--- config.mk ---
export PLATFORM = sky130hd
export DESIGN_NAME = cp0_unit_flat
export DESIGN_NICKNAME = d
export VERILOG_FILES = /design/src/rtl/cp0_unit_if.sv /design/src/rtl/cp0_unit.sv /design/src/flat_wrapper.sv
export SDC_FILE = /design/constraint.sdc
export NUM_CORES = 1
export LEC_CHECK = 0
export CAP_MARGIN = 20
export CELL_PAD_IN_SITES_DETAIL_PLACEMENT = 0
export CELL_PAD_IN_SITES_GLOBAL_PLACEMENT = 1
export CORE_MARGIN = 1.5
export CORE_UTILIZATION = 50
export DETAILED_ROUTE_END_ITERATION = 7
export DONT_BUFFER_PORTS = 1
export PLACE_DENSITY = 0.93
export SETUP_SLACK_MARGIN = 0.1
export SLEW_MARGIN = 20
export SYNTH_ARGS = -nofsm -noshare
export SYNTH_HDL_FRONTEND = slang
export SYNTH_SLANG_ARGS = --single-unit
export TNS_END_PERCENT = 1
--- constraint.sdc ---
create_clock -name clk -period 2.75 [get_ports clk]
set_input_delay 0.55 -clock clk [delete_from_list [all_inputs] [get_ports clk]]
set_output_delay 0.55 -clock clk [all_outputs]
set_load 0.05 [all_outputs]
--- src/rtl/cp0_unit_if.sv ---
`default_nettype none
// ============================================================================
//  Module      : cp0_unit_if
//  Description : M-stage pipeline <-> CP0 signal bundle (exception, mfc0/mtc0, eret)
//  Revision    : 1.0 - initial release
// ============================================================================
interface cp0_unit_if;
    logic [31:0] pc_m;
    logic [4:0]  exccode_m;
    logic        bd_m;
    logic [5:0]  hwint;
    logic        we;
    logic [4:0]  addr;
    logic [31:0] wdata;
    logic        eret_m;
    logic [31:0] rdata;
    logic [31:0] epc_out;
    logic        exc_req;
    logic [31:0] handler_pc;

    modport master (
        output pc_m, exccode_m, bd_m, hwint, we, addr, wdata, eret_m,
        input  rdata, epc_out, exc_req, handler_pc
    );

    modport slave (
        input  pc_m, exccode_m, bd_m, hwint, we, addr, wdata, eret_m,
        output rdata, epc_out, exc_req, handler_pc
    );
endinterface
`default_nettype wire

--- src/rtl/cp0_unit.sv ---
`default_nettype none
// ============================================================================
//  Module      : cp0_unit
//  Description : Coprocessor 0 - SR/Cause/EPC/PRId, interrupt vs exception arbitration
//  Revision    : 1.0 - initial release
// ============================================================================
module cp0_unit #(
    parameter logic [31:0] HANDLER_PC = 32'h0000_4180,
    parameter logic [31:0] PRID_VAL   = 32'h2018_0601
) (
    input  wire logic clk,
    input  wire logic reset_n,
    cp0_unit_if.slave bus
);

    localparam logic [4:0] ADDR_SR    = 5'd12;
    localparam logic [4:0] ADDR_CAUSE = 5'd13;
    localparam logic [4:0] ADDR_EPC   = 5'd14;
    localparam logic [4:0] ADDR_PRID  = 5'd15;

    logic [5:0]  im;
    logic        exl;
    logic        ie;
    logic        bd;
    logic [5:0]  ip;
    logic [4:0]  exc_code;
    logic [29:0] epc;

    logic        int_req;
    logic        sync_req;
    logic        take_exc;
    logic [31:0] victim_pc;

    assign int_req   = (|(bus.hwint & im)) & ie & ~exl;
    assign sync_req  = (bus.exccode_m != 5'd0) & ~exl;
    assign take_exc  = int_req | sync_req;
    assign victim_pc = bus.bd_m ? (bus.pc_m - 32'd4) : bus.pc_m;

    always_ff @(posedge clk or negedge reset_n) begin
        if (!reset_n) begin
            im       <= '0;
            exl      <= 1'b0;
            ie       <= 1'b0;
            bd       <= 1'b0;
            ip       <= '0;
            exc_code <= '0;
            epc      <= '0;
        end else begin
            ip <= bus.hwint;
            if (take_exc) begin
                exl      <= 1'b1;
                bd       <= bus.bd_m;
                exc_code <= int_req ? 5'd0 : bus.exccode_m;
                epc      <= victim_pc[31:2];
            end else begin
                // mtc0 lands first; eret then overrides EXL alone
                if (bus.we) begin
                    case (bus.addr)
                        ADDR_SR: begin
                            im  <= bus.wdata[15:10];
                            exl <= bus.wdata[1];
                            ie  <= bus.wdata[0];
                        end
                        ADDR_EPC: epc <= bus.wdata[31:2];
                        default:  ;
                    endcase
                end
                if (bus.eret_m) begin
                    exl <= 1'b0;
                end
            end
        end
    end

    always_comb begin
        bus.rdata = 32'd0;
        case (bus.addr)
            ADDR_SR:    bus.rdata = {16'd0, im, 8'd0, exl, ie};
            ADDR_CAUSE: bus.rdata = {bd, 15'd0, ip, 3'd0, exc_code, 2'd0};
            ADDR_EPC:   bus.rdata = {epc, 2'b00};
            ADDR_PRID:  bus.rdata = PRID_VAL;
            default:    bus.rdata = 32'd0;
        endcase
    end

    assign bus.epc_out    = {epc, 2'b00};
    assign bus.exc_req    = take_exc;
    assign bus.handler_pc = HANDLER_PC;

endmodule
`default_nettype wire
--- src/flat_wrapper.sv ---
// flat-port wrapper written by rule: the top's interface ports become plain ports
module cp0_unit_flat 
#(
    parameter logic [31:0] HANDLER_PC = 32'h0000_4180,
    parameter logic [31:0] PRID_VAL   = 32'h2018_0601
)
  (clk, reset_n, bus_pc_m, bus_exccode_m, bus_bd_m, bus_hwint, bus_we, bus_addr, bus_wdata, bus_eret_m, bus_rdata, bus_epc_out, bus_exc_req, bus_handler_pc);
  cp0_unit_if bus_i ();
  input  wire logic clk;
  input  wire logic reset_n;
  input wire logic [$bits(bus_i.pc_m)-1:0] bus_pc_m;
  input wire logic [$bits(bus_i.exccode_m)-1:0] bus_exccode_m;
  input wire logic [$bits(bus_i.bd_m)-1:0] bus_bd_m;
  input wire logic [$bits(bus_i.hwint)-1:0] bus_hwint;
  input wire logic [$bits(bus_i.we)-1:0] bus_we;
  input wire logic [$bits(bus_i.addr)-1:0] bus_addr;
  input wire logic [$bits(bus_i.wdata)-1:0] bus_wdata;
  input wire logic [$bits(bus_i.eret_m)-1:0] bus_eret_m;
  output wire logic [$bits(bus_i.rdata)-1:0] bus_rdata;
  output wire logic [$bits(bus_i.epc_out)-1:0] bus_epc_out;
  output wire logic [$bits(bus_i.exc_req)-1:0] bus_exc_req;
  output wire logic [$bits(bus_i.handler_pc)-1:0] bus_handler_pc;
  assign bus_i.pc_m = bus_pc_m;
  assign bus_i.exccode_m = bus_exccode_m;
  assign bus_i.bd_m = bus_bd_m;
  assign bus_i.hwint = bus_hwint;
  assign bus_i.we = bus_we;
  assign bus_i.addr = bus_addr;
  assign bus_i.wdata = bus_wdata;
  assign bus_i.eret_m = bus_eret_m;
  assign bus_rdata = bus_i.rdata;
  assign bus_epc_out = bus_i.epc_out;
  assign bus_exc_req = bus_i.exc_req;
  assign bus_handler_pc = bus_i.handler_pc;
  cp0_unit #(.HANDLER_PC(HANDLER_PC), .PRID_VAL(PRID_VAL)) u_core (.clk(clk), .reset_n(reset_n), .bus(bus_i));
endmodule
==> results of run 1 <==
-- synthesized netlist by cell type, types with 8 or more instances --
master    number
mux2i_1       53
dfrtp_1       50
buf_4         36
nor2_1        34
nand2_1       19
xnor2_1       18
and3_1        17
o21ai_0       17
clkbuf_1      11
nor3_1        11
inv_1          9
a22oi_1        8
xor2_1         8
-- per-layer routing --
metal	vias up	part of all wire (%)
li1	1291	-
met1	1335	39
met2	130	50
met3	4	10
met4	0	0.53
met5	-	0
-- power groups by stage --
| stage | clock network [mW] | logic (mW) | registers, mW |
|---|---|---|---|
| 6_report | 0.534 | 1.10 | 2.09 |
| 4_1_cts | 0.542 | 1.11 | 2.09 |
| 2_1_floorplan | 0 | 0.894 | 2.03 |
| 3_3_place_gp | 0 | 1.06 | 2.09 |
| 3_5_place_dp | 0 | 1.09 | 2.10 |
| 5_1_grt | 0.579 | 1.21 | 2.12 |
-- critical path, delay by kind of cell (launching register included) --
kind	cells	cell delay, ps
compound gates	3	970
flops	1	420
-- sequential cells by signal, indices dropped and copies added (netlist names) --
name / flops
u_core.exl: 1
u_core.im: 6
u_core.bd: 1
u_core.epc: 30
u_core.exc_code: 5
u_core.ie: 1
u_core.ip: 6
-- cell type report --
| class | instances | area (um2) |
|---|---|---|
| multi-input cells | 291 | 2033 |
| flip-flops and latches | 50 | 1251 |
| inverters | 9 | 33.78 |
| clock inverters | 3 | 43.79 |
| fillers | 609 | 2728 |
| clock buffers | 5 | 68.82 |
| well taps | 96 | 120.1 |
| repair buffers | 41 | 515.5 |
-- kinds of logic (layout without fill, tap and decap cells) --
| kind of cell | after synthesis | after routing | share of synthesized area (%) |
|---|---|---|---|
| other cells | 2 | 34 | 0.2135 |
| flops | 50 | 50 | 35.57 |
| xor+xnor | 26 | 26 | 6.475 |
| compound gates | 45 | 45 | 8.752 |
| mux | 61 | 61 | 18.39 |
| fa+ha+maj | 1 | 1 | 0.3557 |
| simple gates | 124 | 124 | 19.71 |
| buf+inv | 61 | 58 | 10.53 |
-- per-stage QoR --
stage / cell area, um2 / power (mW) / setup WS [ps]
final: 4066 / 3.720 / 503.5
after global routing: 4066 / 3.911 / 377.4
after CTS: 4066 / 3.742 / 462.8
after detailed placement: 3926 / 3.195 / 454.4
after global placement: 3926 / 3.154 / 483.9
after floorplan: 3642 / 2.919 / 184.0
-- worst min-delay path by stage --
stage	startpoint	end	slack (ps)	depth (start not counted)
floorplan	reset_n	u_core.bd$_DFFE_PN0N_	250	0
global placement	reset_n	u_core.ip[3]$_DFF_PN0_	260	0
detailed placement	reset_n	u_core.ip[5]$_DFF_PN0_	260	0
CTS	reset_n	u_core.ip[5]$_DFF_PN0_	100	1
global route	reset_n	u_core.ip[3]$_DFF_PN0_	90	1
finish	reset_n	u_core.ip[5]$_DFF_PN0_	90	1
-- repair_timing --
item | in CTS | in global routing
hold buffers | 1 | 0
buffers inserted | 0 | 0
hold endpoints to repair | 50 | 0
==> impl_results.md, run 1 <==
- CTS-repair resized insts: 0
- Num rows: 30
- Dpl cells: 486
- M2 GR Usage: 40.66%
- Maximum Capacitance Violations: 0
- Worst ir drop on vdd: 615.9 uV
- Worst slew pin tran: 769.6 ps
- Reg2Reg Setup Slack: 620 ps
- Worst setup path end: bus_exc_req
- Top cells by area, synth: dfrtp_1 (36%), mux2i_1 (15%), buf_4 (7.7%)
- Syn Inst Count: 370
- Antenna viol nets, final: 0
- Met3 usage: 7.583%
- Grt total ovfl: 0
- Vias per cell: 5.576
- RSZ-0062 raised after global routing: false
- Vias in the first global route: 2,785
- Req. time, crit path: 2200 ps
- Vias: 2,760
- Smallest hold slack: 87.05 ps
- Yosys reg bits: 50
- Final setup viols: 0
- Worst flop-to-flop path startpoint: u_core.im[1]$_DFFE_PN0P_
- Fin util: 59.85%
- Initial core utilization: 51.77%
- Die Y: 86.87 um
- Number of synthesized flops with an enable pin: 0
- Fin cells: 495
- TritonRoute pass-1 iters: 4
- Detailed Route WL: 9.373 mm
- Worst-path cell chain: a22o_1 -> o31ai_4 -> a21oi_4
- Main flop type after synthesis: dfrtp_1
- Final clock skew: 7.859 ps
- Clk pin slew, worst setup/hold paths: 100 ps
- Setup TNS Final: 0 ps
- Sw power: 1.970 mW
- GR Layer Usage met1: 32.02%
- Htree depth: 2
- Most frequent cells in the layout: mux2i_1 (53), dfrtp_1 (50), nor2_1 (34), conb_1 (34), buf_4 (25)
- Fin. max-slew vios: 0
- CTS max path bufs: 2
- Max_slew headroom: 48.58%
- TritonCTS clock tree: built
- Launching element type of the critical path: flop
- Synth Cell Area: 3517 um2
- R2r endpoint: u_core.exc_code[0]$_DFFE_PN0N_
- Area delta synth->final: 15.62%
- Avg Cell Area, Syn: 9.506 um2
- Clock Latency Late Sink: 300 ps
- Seq pwr share: 56.1%
- Fin nets: 484
- Asr flop ratio synth: 100.0%
- CP max stage cell: o31ai_4
- Chip width: 86.87 um
- Yosys Warn Count: 0
- ANT cells: 0
- CP arrival: 1700 ps
- Area of the core: 6794 um2
- Status: completed
- Worst reg2reg path depth: 6
- Share of cells above drive strength 1: 18.05%
- P_int: 1.750 mW
- Worst setup EP type: output port
- Critical path class: flop to output port
- Synth unique cells: 44
- DRC viols: 0
- CTS Buf Count: 5
- Largest area contributor in the netlist: dfrtp_1
- Post-DR wirelength/cell: 18.94 um
- Synth top area share: 35.57%
- Final period utilization: 81.69%
- Leakage: 1.746 nW
- Power Dens Cells: 914.8 nW/um2
- GRT busiest layer: met2
- Port Buffer Count: 0
- Max FO, Critical Path: 20
- HPWL after DPL: 7.343 mm
- Clock Power Share: 14.3%
- Commonest non-fill, non-tap cell in the layout: mux2i_1
- Gate power share: 29.5%
- # clock sinks: 50
- Worst min-delay path class: input port to async pin
- Max Freq: 445.1 MHz
- Root buffer cell: clkbuf_8
- Final Hold Vio Count: 0
- Tmin final: 2246 ps
- Initial antenna violation count: 0
- Largest net degree at the start of global routing: 51
- Post-synthesis sequential area ratio: 35.57%
- All-layer global routing usage: 24.67%
- Placer Congestion: 0.8746
- DR iter-0 viols: 155
- Die area: 7546 um2
- CP startpoint: u_core.im[3]$_DFFE_PN0P_
- Switching portion of total power: 52.96%
- Largest stage delay, worst path: 430 ps
- IO Count: 182
- First-pass GRT wire length: 14.30 mm
(Power assumes the default switching activity.)
==> run 2, diff against run 1 <==
--- a/config.mk
+++ b/config.mk
@@ -9,10 +9,10 @@
 export CELL_PAD_IN_SITES_DETAIL_PLACEMENT = 0
 export CELL_PAD_IN_SITES_GLOBAL_PLACEMENT = 1
 export CORE_MARGIN = 1.5
-export CORE_UTILIZATION = 50
+export CORE_UTILIZATION = 42
 export DETAILED_ROUTE_END_ITERATION = 7
 export DONT_BUFFER_PORTS = 1
-export PLACE_DENSITY = 0.93
+export PLACE_DENSITY = 0.84
 export SETUP_SLACK_MARGIN = 0.1
 export SLEW_MARGIN = 20
 export SYNTH_ARGS = -nofsm -noshare
==> constraint.sdc (replaced) <==
create_clock -name clk -period 1.9 [get_ports clk]
set_input_delay 0.38 -clock clk [delete_from_list [all_inputs] [get_ports clk]]
set_output_delay 0.38 -clock clk [all_outputs]
set_load 0.05 [all_outputs]
==> impl_results.md, run 2 (synthesized netlist as in run 1, its figures left out) <==
- HPWL after DPL: 7.913 mm
- Max Freq: 495.1 MHz
- Max reg flops: 30
- Num rows: 33
- Antenna viol nets, final: 0
- Worst min-delay path class: input port to flop
- TritonRoute pass-1 iters: 4
- P_int: 2.812 mW
- Clock Latency Late Sink: 310 ps
- Clock Power Share: 11.7%
- Vias in the first global route: 2,839
- Req. time, crit path: 1520 ps
- Fillers: 720
- Max FO, Critical Path: 3
- CP Buf/Inv Count: 2
- Final setup viols: 1
- Final clock skew: 12.62 ps
- Tmin final: 2020 ps
- All-layer global routing usage: 22.34%
- Most used cell, CP: buf_6
- Post-DR wirelength/cell: 19.32 um
- Switching portion of total power: 52.27%
- Most frequent cells in the layout: mux2i_1 (53), dfrtp_1 (41), buf_4 (35)
- Commonest non-fill, non-tap cell in the layout: mux2i_1
- Sw power: 3.080 mW
- Detailed Route WL: 10.32 mm
- Final setup margin: -119.9 ps
- First-pass GRT wire length: 15.13 mm
- DRC viols: 0
- ANT cells: 0
- Area of the core: 8175 um2
- # clock sinks: 50
- Fin. max-slew vios: 0
- CTS Buf Count: 5
- Max_slew headroom: 64.27%
- CP max stage cell: dfrtp_1
- Clk pin slew, worst setup/hold paths: 110 ps
- CP arrival: 1640 ps
- Placer Congestion: 0.8243
- Setup TNS Final: -119.9 ps
- Crit path max-delay family: compound AO/OA/AOI/OAI gates
- Chip width: 94.51 um
- Launching element type of the critical path: flop
- Fin nets: 514
- Status: finished with violations
- CP Depth: 5
- Worst ir drop on vdd: 568.5 uV
- Vias per cell: 5.384
- Share of cells above drive strength 1: 30.77%
- Final Hold Vio Count: 0
- Critical path class: flop to output port
- Violated checks: negative setup slack
- Initial antenna violation count: 0
- Leakage: 1.939 nW
- Die area: 8932 um2
- Fin util: 56.83%
- Htree depth: 2
- Largest stage delay, worst path: 420 ps
- Worst slew pin tran: 536.0 ps
- Largest register by flop count: u_core.epc
- Gate power share: 45.1%
- Seq pwr share: 43.2%
- Initial core utilization: 43.02%
- Vias: 2,875
- TritonCTS clock tree: built
- Hold Crit Depth: 0
- Area delta synth->final: 32.09%
- Root buffer cell: clkbuf_8
- Power Dens Cells: 1268 nW/um2
- Port Buffer Count: 0
- CTS max path bufs: 2
- Largest regs: u_core.epc x30, u_core.im x6, u_core.ip x6
- Die Y: 94.51 um
- IO Count: 182
- Largest net degree at the start of global routing: 51
- Final period utilization: 106.3%
- Grt total ovfl: 0
- Worst-path cell chain: a22o_1 -> o31ai_4 -> buf_6 -> a21oi_4 -> buf_6
- Worst setup EP type: output port
- DR iter-0 viols: 96
- RSZ-0062 raised after global routing: true
- Worst reg2reg path depth: 8
- Maximum Capacitance Violations: 0
-- run 2: changes by cell type in the layout (fill, tap and decap cells not counted), moves of 9 or more --
| cell | delta |
|---|---|
| dfrtp_1 | -9 |
| dfrtp_2 | +9 |
| buf_4 | +10 |
| nor2_1 | -12 |
| buf_12 | +15 |
| nor2_4 | +11 |
-- run 2: layer usage --
metal / up-vias / track usage [%] / routed length, um
met5: - / 0 / 0
met4: 0 / 5.846 / 138
met3: 8 / 7.488 / 937
met2: 127 / 35.49 / 4918
met1: 1391 / 29.15 / 4321
li1: 1349 / - / -
-- run 2: cell type report --
cell class / instances / area [um2] / area share [%]
Clock inverter: 3 / 28.78 / 0.6194
Multi-Input combinational cell: 291 / 2175 / 46.81
Inverter: 9 / 33.78 / 0.7272
Clock buffer: 5 / 68.82 / 1.481
Timing Repair Buffer: 71 / 945.9 / 20.36
Tap cell: 105 / 131.4 / 2.828
Sequential cell: 50 / 1262 / 27.17
-- run 2: power by group through the flow --
stage	Sequential (mW)	Combinational (mW)	Clock, mW
global route	2.60	2.83	0.744
CTS	2.53	2.64	0.696
finish	2.54	2.66	0.688
global placement	2.51	2.47	0
floorplan	2.93	1.34	0
detailed placement	2.53	2.51	0
-- run 2: metrics by stage --
stage	area [um2]	std cells	hold slack [ps]	setup slack (ps)	power, mW
4_1_cts	4608	534	75.57	-127.7	5.867
5_1_grt	4646	534	60.69	-179.6	6.179
6_report	4646	534	80.25	-119.9	5.893
3_5_place_dp	4394	519	85.88	-14.70	5.046
2_1_floorplan	3732	402	84.41	-68.53	4.267
3_3_place_gp	4394	519	85.78	-19.35	4.977
-- run 2: timing repair --
action | 4_1_cts | 5_1_grt
pin swaps | 5 | 10
setup endpoints to repair | 33 | 55
resized for setup | 20 | 10
gates cloned | 0 | 0
setup buffers | 5 | 0
endpoints found under the hold margin | 50 | 0
hold buffers | 2 | 0
-- run 2: worst paths after layout --
| kind | to | slack [ps] | startpoint |
|---|---|---|---|
| worst max register to register | u_core.epc[21]$_DFFE_PN0P_ | 10 | u_core.im[3]$_DFFE_PN0P_ |
| worst min-delay path | u_core.ip[3]$_DFF_PN0_ | 80 | bus_hwint[3] |
| worst max-delay path | bus_exc_req | -120 | u_core.im[3]$_DFFE_PN0P_ |
| worst min register to register | u_core.exc_code[0]$_DFFE_PN0N_ | 520 | u_core.exc_code[0]$_DFFE_PN0N_ |
| min in group asynchronous | u_core.ip[3]$_DFF_PN0_ | 580 | reset_n |
| max in group asynchronous | u_core.epc[19]$_DFFE_PN0P_ | 1060 | reset_n |
==> RTL edit 1: new RTL, config.mk and constraints of run 1 <==
Reset style: synchronous (`reset_n`), changed in one clocked block.
--- a/src/rtl/cp0_unit.sv
+++ b/src/rtl/cp0_unit.sv
@@ -36,7 +36,7 @@
     assign take_exc  = int_req | sync_req;
     assign victim_pc = bus.bd_m ? (bus.pc_m - 32'd4) : bus.pc_m;
 
-    always_ff @(posedge clk or negedge reset_n) begin
+    always_ff @(posedge clk) begin
         if (!reset_n) begin
             im       <= '0;
             exl      <= 1'b0;
Function: differs if reset_n is asserted again (counterexample within 4 cycles, from zero or initial values and one cycle with reset_n low); with reset_n held inactive, the same outputs for 4 cycles.
==> RTL edit 1 against run 1 <==
Design area shrank 7.8%; utilization shrank 0.84 points; worst hold slack gained 0.29 ns; synthesized area shrank 6.9%; count of clock-buffer cells in the layout grew 3; sequential cell count is the same; setup slack lost 0.12 ns; die area shrank 6.7%; wire length shrank 4.7%; critical endpoint unchanged.
Power is not compared: it rests on default switching activity, and its combinational part moved more than twofold at a synthesized area within 25%.
==> RTL edit 1: results (changes against run 1) <==
via count 2,912 (+5.5%); nets 499 (+3.1%); area share of fa/ha/maj cells after synthesis 0.382% (+0.026 points); vias in the first global route 2,771 (-0.50%); outcome finished, final reports clean; Slew @ Worst Pin 0.930 ns (+0.161 ns); top cell type's share of synthesized area 30.6% (-5.0 points); share of cells above drive strength 1 17.9% (-0.17 points); register area share after synthesis 30.6% (-5.0 points); Hold Buf Count CTS 0 (-1); placed cell count 483 (-0.62%); DP Area 3640 sq um (-7.4%); Commonest cells post-synth 50 x dfxtp_1, 34 x buf_4, 28 x nor2_1; hold_ws 0.372 ns (+0.285 ns); Worst Path Arrival 1.82 ns (+0.12 ns); pin count of the biggest net entering global routing 32 (-37%); asr flop ratio synth 0% (-100 points); synth top area cells dfxtp_1 31%, buf_4 7.8%, mux2_2 7.6%; first-pass GRT wire length 13.8 mm (-3.8%); Placer Congestion 0.843 (-3.6%); WL/cell 18.2 um (-4.0%); synth unique cells 48 (+9.1%); xor/xnor cell area share of the yosys netlist 6.95% (+0.48 points); post-synthesis mux area share 10.3% (-8.1 points); ys flop type dfxtp_1; drt total wl 8.93 mm (-4.7%)
RTL edit 1: changes by cell type in the layout (fill, tap and decap cells not counted), moves of 14 or more:
cell,before,now
mux2i_1,53,9
mux2_2,1,22
dfrtp_1,50,0
a21oi_1,6,26
a211oi_1,1,15
dfxtp_1,0,50
RTL edit 1: final timing paths:
| check | start | end | cells past startpoint |
|---|---|---|---|
| min reg2reg | u_core.exc_code[1]$_SDFFE_PN0N_ | u_core.exc_code[1]$_SDFFE_PN0N_ | 2 |
| min | bus_hwint[0] | u_core.ip[0]$_SDFF_PN0_ | 1 |
| max reg2reg | u_core.im[1]$_SDFFE_PN0P_ | u_core.epc[17]$_SDFFE_PN0P_ | 7 |
| max | u_core.im[1]$_SDFFE_PN0P_ | bus_exc_req | 4 |
RTL edit 1: power by group:
part	internal [mW]	switching [mW]
sequential	0.778	0.178
clock	0.254	0.236
combinational	0.116	0.251
RTL edit 1: cell families after synthesis:
| kind of cell | count (synthesis) |
|---|---|
| AO/OA/AOI/OAI | 98 |
| XOR/XNOR | 26 |
| adder cells (fa/ha/maj) | 1 |
| buffers and inverters | 68 |
| flip-flops | 50 |
| multiplexers | 31 |
| other | 2 |
| AND/OR/NAND/NOR | 125 |
RTL edit 1: stage by stage:
stage	power (mW)	worst slack, ns
floorplan	1.30	-0.0203
global placement	1.33	0.275
detailed placement	1.34	0.264
CTS	1.83	0.438
global route	1.89	0.322
finish	1.81	0.383
RTL edit 1: cell type report:
type	count	area, sq um
repair buffers	36	495
multi-input cells	315	2030
well taps	77	96.3
flip-flops and latches	50	1000
inverters	5	18.8
clock buffers	8	110
fillers	577	2600
RTL edit 1: routing by layer:
layer / global-route usage (%) / up-vias / routed length [um]
li1: - / 1394 / -
met1: 30.1 / 1369 / 3560
met2: 39.7 / 134 / 4280
met3: 7.62 / 15 / 888
met4: 8.49 / 0 / 197
met5: 0 / - / 0
RTL edit 1: critical path, cell delays in order (launching register included):
cell,delay (ns)
dfxtp_1,0.33
a22o_1,0.21
o31ai_1,0.46
a21o_1,0.22
inv_2,0.27
==> RTL edit 2: new RTL, settings of run 1 <==
Made on the original files. `PRID_VAL` is set to 32'h2018_0601 in 2 places; all go to 32'h100C0300.
--- a/src/rtl/cp0_unit.sv
+++ b/src/rtl/cp0_unit.sv
@@ -6,7 +6,7 @@
 // ============================================================================
 module cp0_unit #(
     parameter logic [31:0] HANDLER_PC = 32'h0000_4180,
-    parameter logic [31:0] PRID_VAL   = 32'h2018_0601
+    parameter logic [31:0] PRID_VAL   = 32'h100C0300
 ) (
     input  wire logic clk,
     input  wire logic reset_n,
--- a/src/flat_wrapper.sv
+++ b/src/flat_wrapper.sv
@@ -2,7 +2,7 @@
 module cp0_unit_flat 
 #(
     parameter logic [31:0] HANDLER_PC = 32'h0000_4180,
-    parameter logic [31:0] PRID_VAL   = 32'h2018_0601
+    parameter logic [31:0] PRID_VAL   = 32'h100C0300
 )
   (clk, reset_n, bus_pc_m, bus_exccode_m, bus_bd_m, bus_hwint, bus_we, bus_addr, bus_wdata, bus_eret_m, bus_rdata, bus_epc_out, bus_exc_req, bus_handler_pc);
   cp0_unit_if bus_i ();
Formal check against the unedited RTL: not equivalent (a bounded check fails within 4 cycles, from zero or initial values and one cycle with reset_n low).
==> RTL edit 2 against run 1 <==
Count of clock-buffer cells in the layout did not move; synthesized area is 1.6% higher; design area fell by 4.0%; total power up 0.36%; worst hold slack worse by 0.017 ns; clock power decreased by 1%; critical path type unchanged; critical path depth is 1 higher; wire length down 0.59%; setup slack got worse by 0.21 ns; highest routed layer unchanged; sequential cell count stayed put.
==> RTL edit 2: results (changes against run 1) <==
outcome finished, final reports clean; clk slew on worst S/H paths 0.11 ns; Placer Congestion 0.871 (-0.39%); initial DRC count 112 (-28%); maximum vdd drop 0.000346 V (-44%); initial antenna violation count 0 (unchanged); Filler cells 657 (+7.9%); Compound-Gate Fraction of Synth Area 14.4% (+5.6 points); GRT Util Overall 24.1% (-0.56 points); GRT met3 Usage 6.92% (-0.66 points); Top Registers u_core.epc: 30 flops, u_core.im: 6 flops, u_core.ip: 6 flops; CTS H-Tree Depth 2 (unchanged); register area share after synthesis 35.0% (-0.55 points); CTS root buf clkbuf_8; Hold Buf Count CTS 1 (unchanged); crit path from u_core.im[2]$_DFFE_PN0P_; share of cells above drive strength 1 18.7% (+0.64 points); asr flop ratio synth 100% (unchanged); Min-Delay Path Class in2async; area share of fa/ha/maj cells after synthesis 0.350% (-0.0055 points); post_cts resized 0 (unchanged); first-pass GRT wire length 14.0 mm (-1.8%); drt total wl 9.32 mm (-0.59%); pin count of the biggest net entering global routing 51 (unchanged); CP max stage cell dfrtp_1; Port Buffer Count 0 (unchanged); cell family with most CP delay compound AO/OA/AOI/OAI gates; ys flop type dfrtp_1; Detailed Routing Iterations Pass 1 4 (unchanged); postcts setup bufs 0 (unchanged); maximum fanout along the worst path 33 (+65%); total number of yosys warnings 0 (unchanged); Reg2Reg Depth 7 (+1); post-synthesis mux area share 5.57% (-13 points); grt met2 use 38.3% (-2.3 points); synth top area cells dfrtp_1 35%, buf_4 8.2%, xnor2_1 5.9%; vias in the first global route 2,716 (-2.5%); grt met1 use 32.4% (+0.42 points); total CTS buffers 5 (unchanged); Commonest cells post-synth 50 x dfrtp_1, 39 x buf_4, 36 x nor2_1; ANT cells 0 (unchanged); DP Area 3760 sq um (-4.2%); CTS max path bufs 2 (unchanged); CP max stage delay 0.42 ns; Slew headroom 44.4% (-4.2 points); dominant cell type by area after synthesis dfrtp_1; Vias per Instance 5.53 (-0.90%); synth unique cells 46 (+4.5%); xor/xnor cell area share of the yosys netlist 6.87% (+0.39 points); DPL Wire Length 7.22 mm (-1.6%); nets 497 (+2.7%); Leak Pwr 1.65 nW (-5.5%); Skew-Pair Late Insertion Delay 0.31 ns; Worst R2R Setup Slack 0.46 ns (-0.16 ns); clk_skew 0.0156 ns (+0.00777 ns); Reg2Reg Capture Point u_core.epc[29]$_DFFE_PN0P_
==> RTL edit 2: cell count changes after synthesis, sizes merged, moves of 5 or more <==
cell and change:
mux2i -41, a211oi +24, a21oi +23, nor2b +23
o21ai -11, buf +9, nand2 +6, xnor2 +6
inv -5, nor4 +5
==> RTL edit 2: area by class of cell <==
type	count	area, sq um	area share (%)
Clock buffer	5	68.8	1.76
Clock inverter	3	43.8	1.12
Inverter	4	15.0	0.385
Multi-Input combinational cell	310	2030	52.1
Sequential cell	50	1250	32.1
Tap cell	96	120	3.08
Timing Repair Buffer	40	370	9.49
==> RTL edit 2: report_power, final <==
group	leakage (nW)	internal [mW]	switching (mW)
clock	0.0585	0.273	0.254
combinational	1.01	0.449	0.681
sequential	0.584	1.02	1.05
total	1.65	1.74	1.99
==> RTL edit 2: cells by family (layout without fill, tap and decap cells) <==
family / count (synthesis) / count (layout)
simple gates: 152 / 152
other cells: 2 / 34
mux: 19 / 19
buf+inv: 63 / 52
fa+ha+maj: 1 / 1
compound gates: 76 / 76
xor+xnor: 28 / 28
flops: 50 / 50
==> RTL edit 2: through the flow <==
stage               hold slack, ns  setup slack [ns]  std cells
floorplan                    0.254             0.271        423
global placement             0.255             0.372        499
detailed placement           0.255             0.337        499
CTS                         0.0907             0.313        508
global route                0.0865             0.206        508
finish                      0.0701             0.297        508
==> RTL edit 2: layer usage <==
metal	share of wire (%)	up-vias
li1	-	1348
met5	0	-
met3	8.8	6
met2	48	127
met1	42	1326
met4	0.82	0
==> RTL edit 2: worst max-delay path by stage <==
stage / end / cells after the start / slack, ns
global placement: u_core.epc[28]$_DFFE_PN0P_ / 7 / 0.37
floorplan: bus_rdata[2] / 5 / 0.27
CTS: bus_exc_req / 4 / 0.31
detailed placement: u_core.epc[29]$_DFFE_PN0P_ / 7 / 0.34
global route: bus_exc_req / 4 / 0.21
finish: bus_exc_req / 4 / 0.30
==> RTL edit 2: worst reg2reg max path, delay by kind of cell, from the launching register on <==
family / cells / cell delay, ns
compound gates: 5 / 1.10
buf+inv: 2 / 0.65
flops: 1 / 0.42
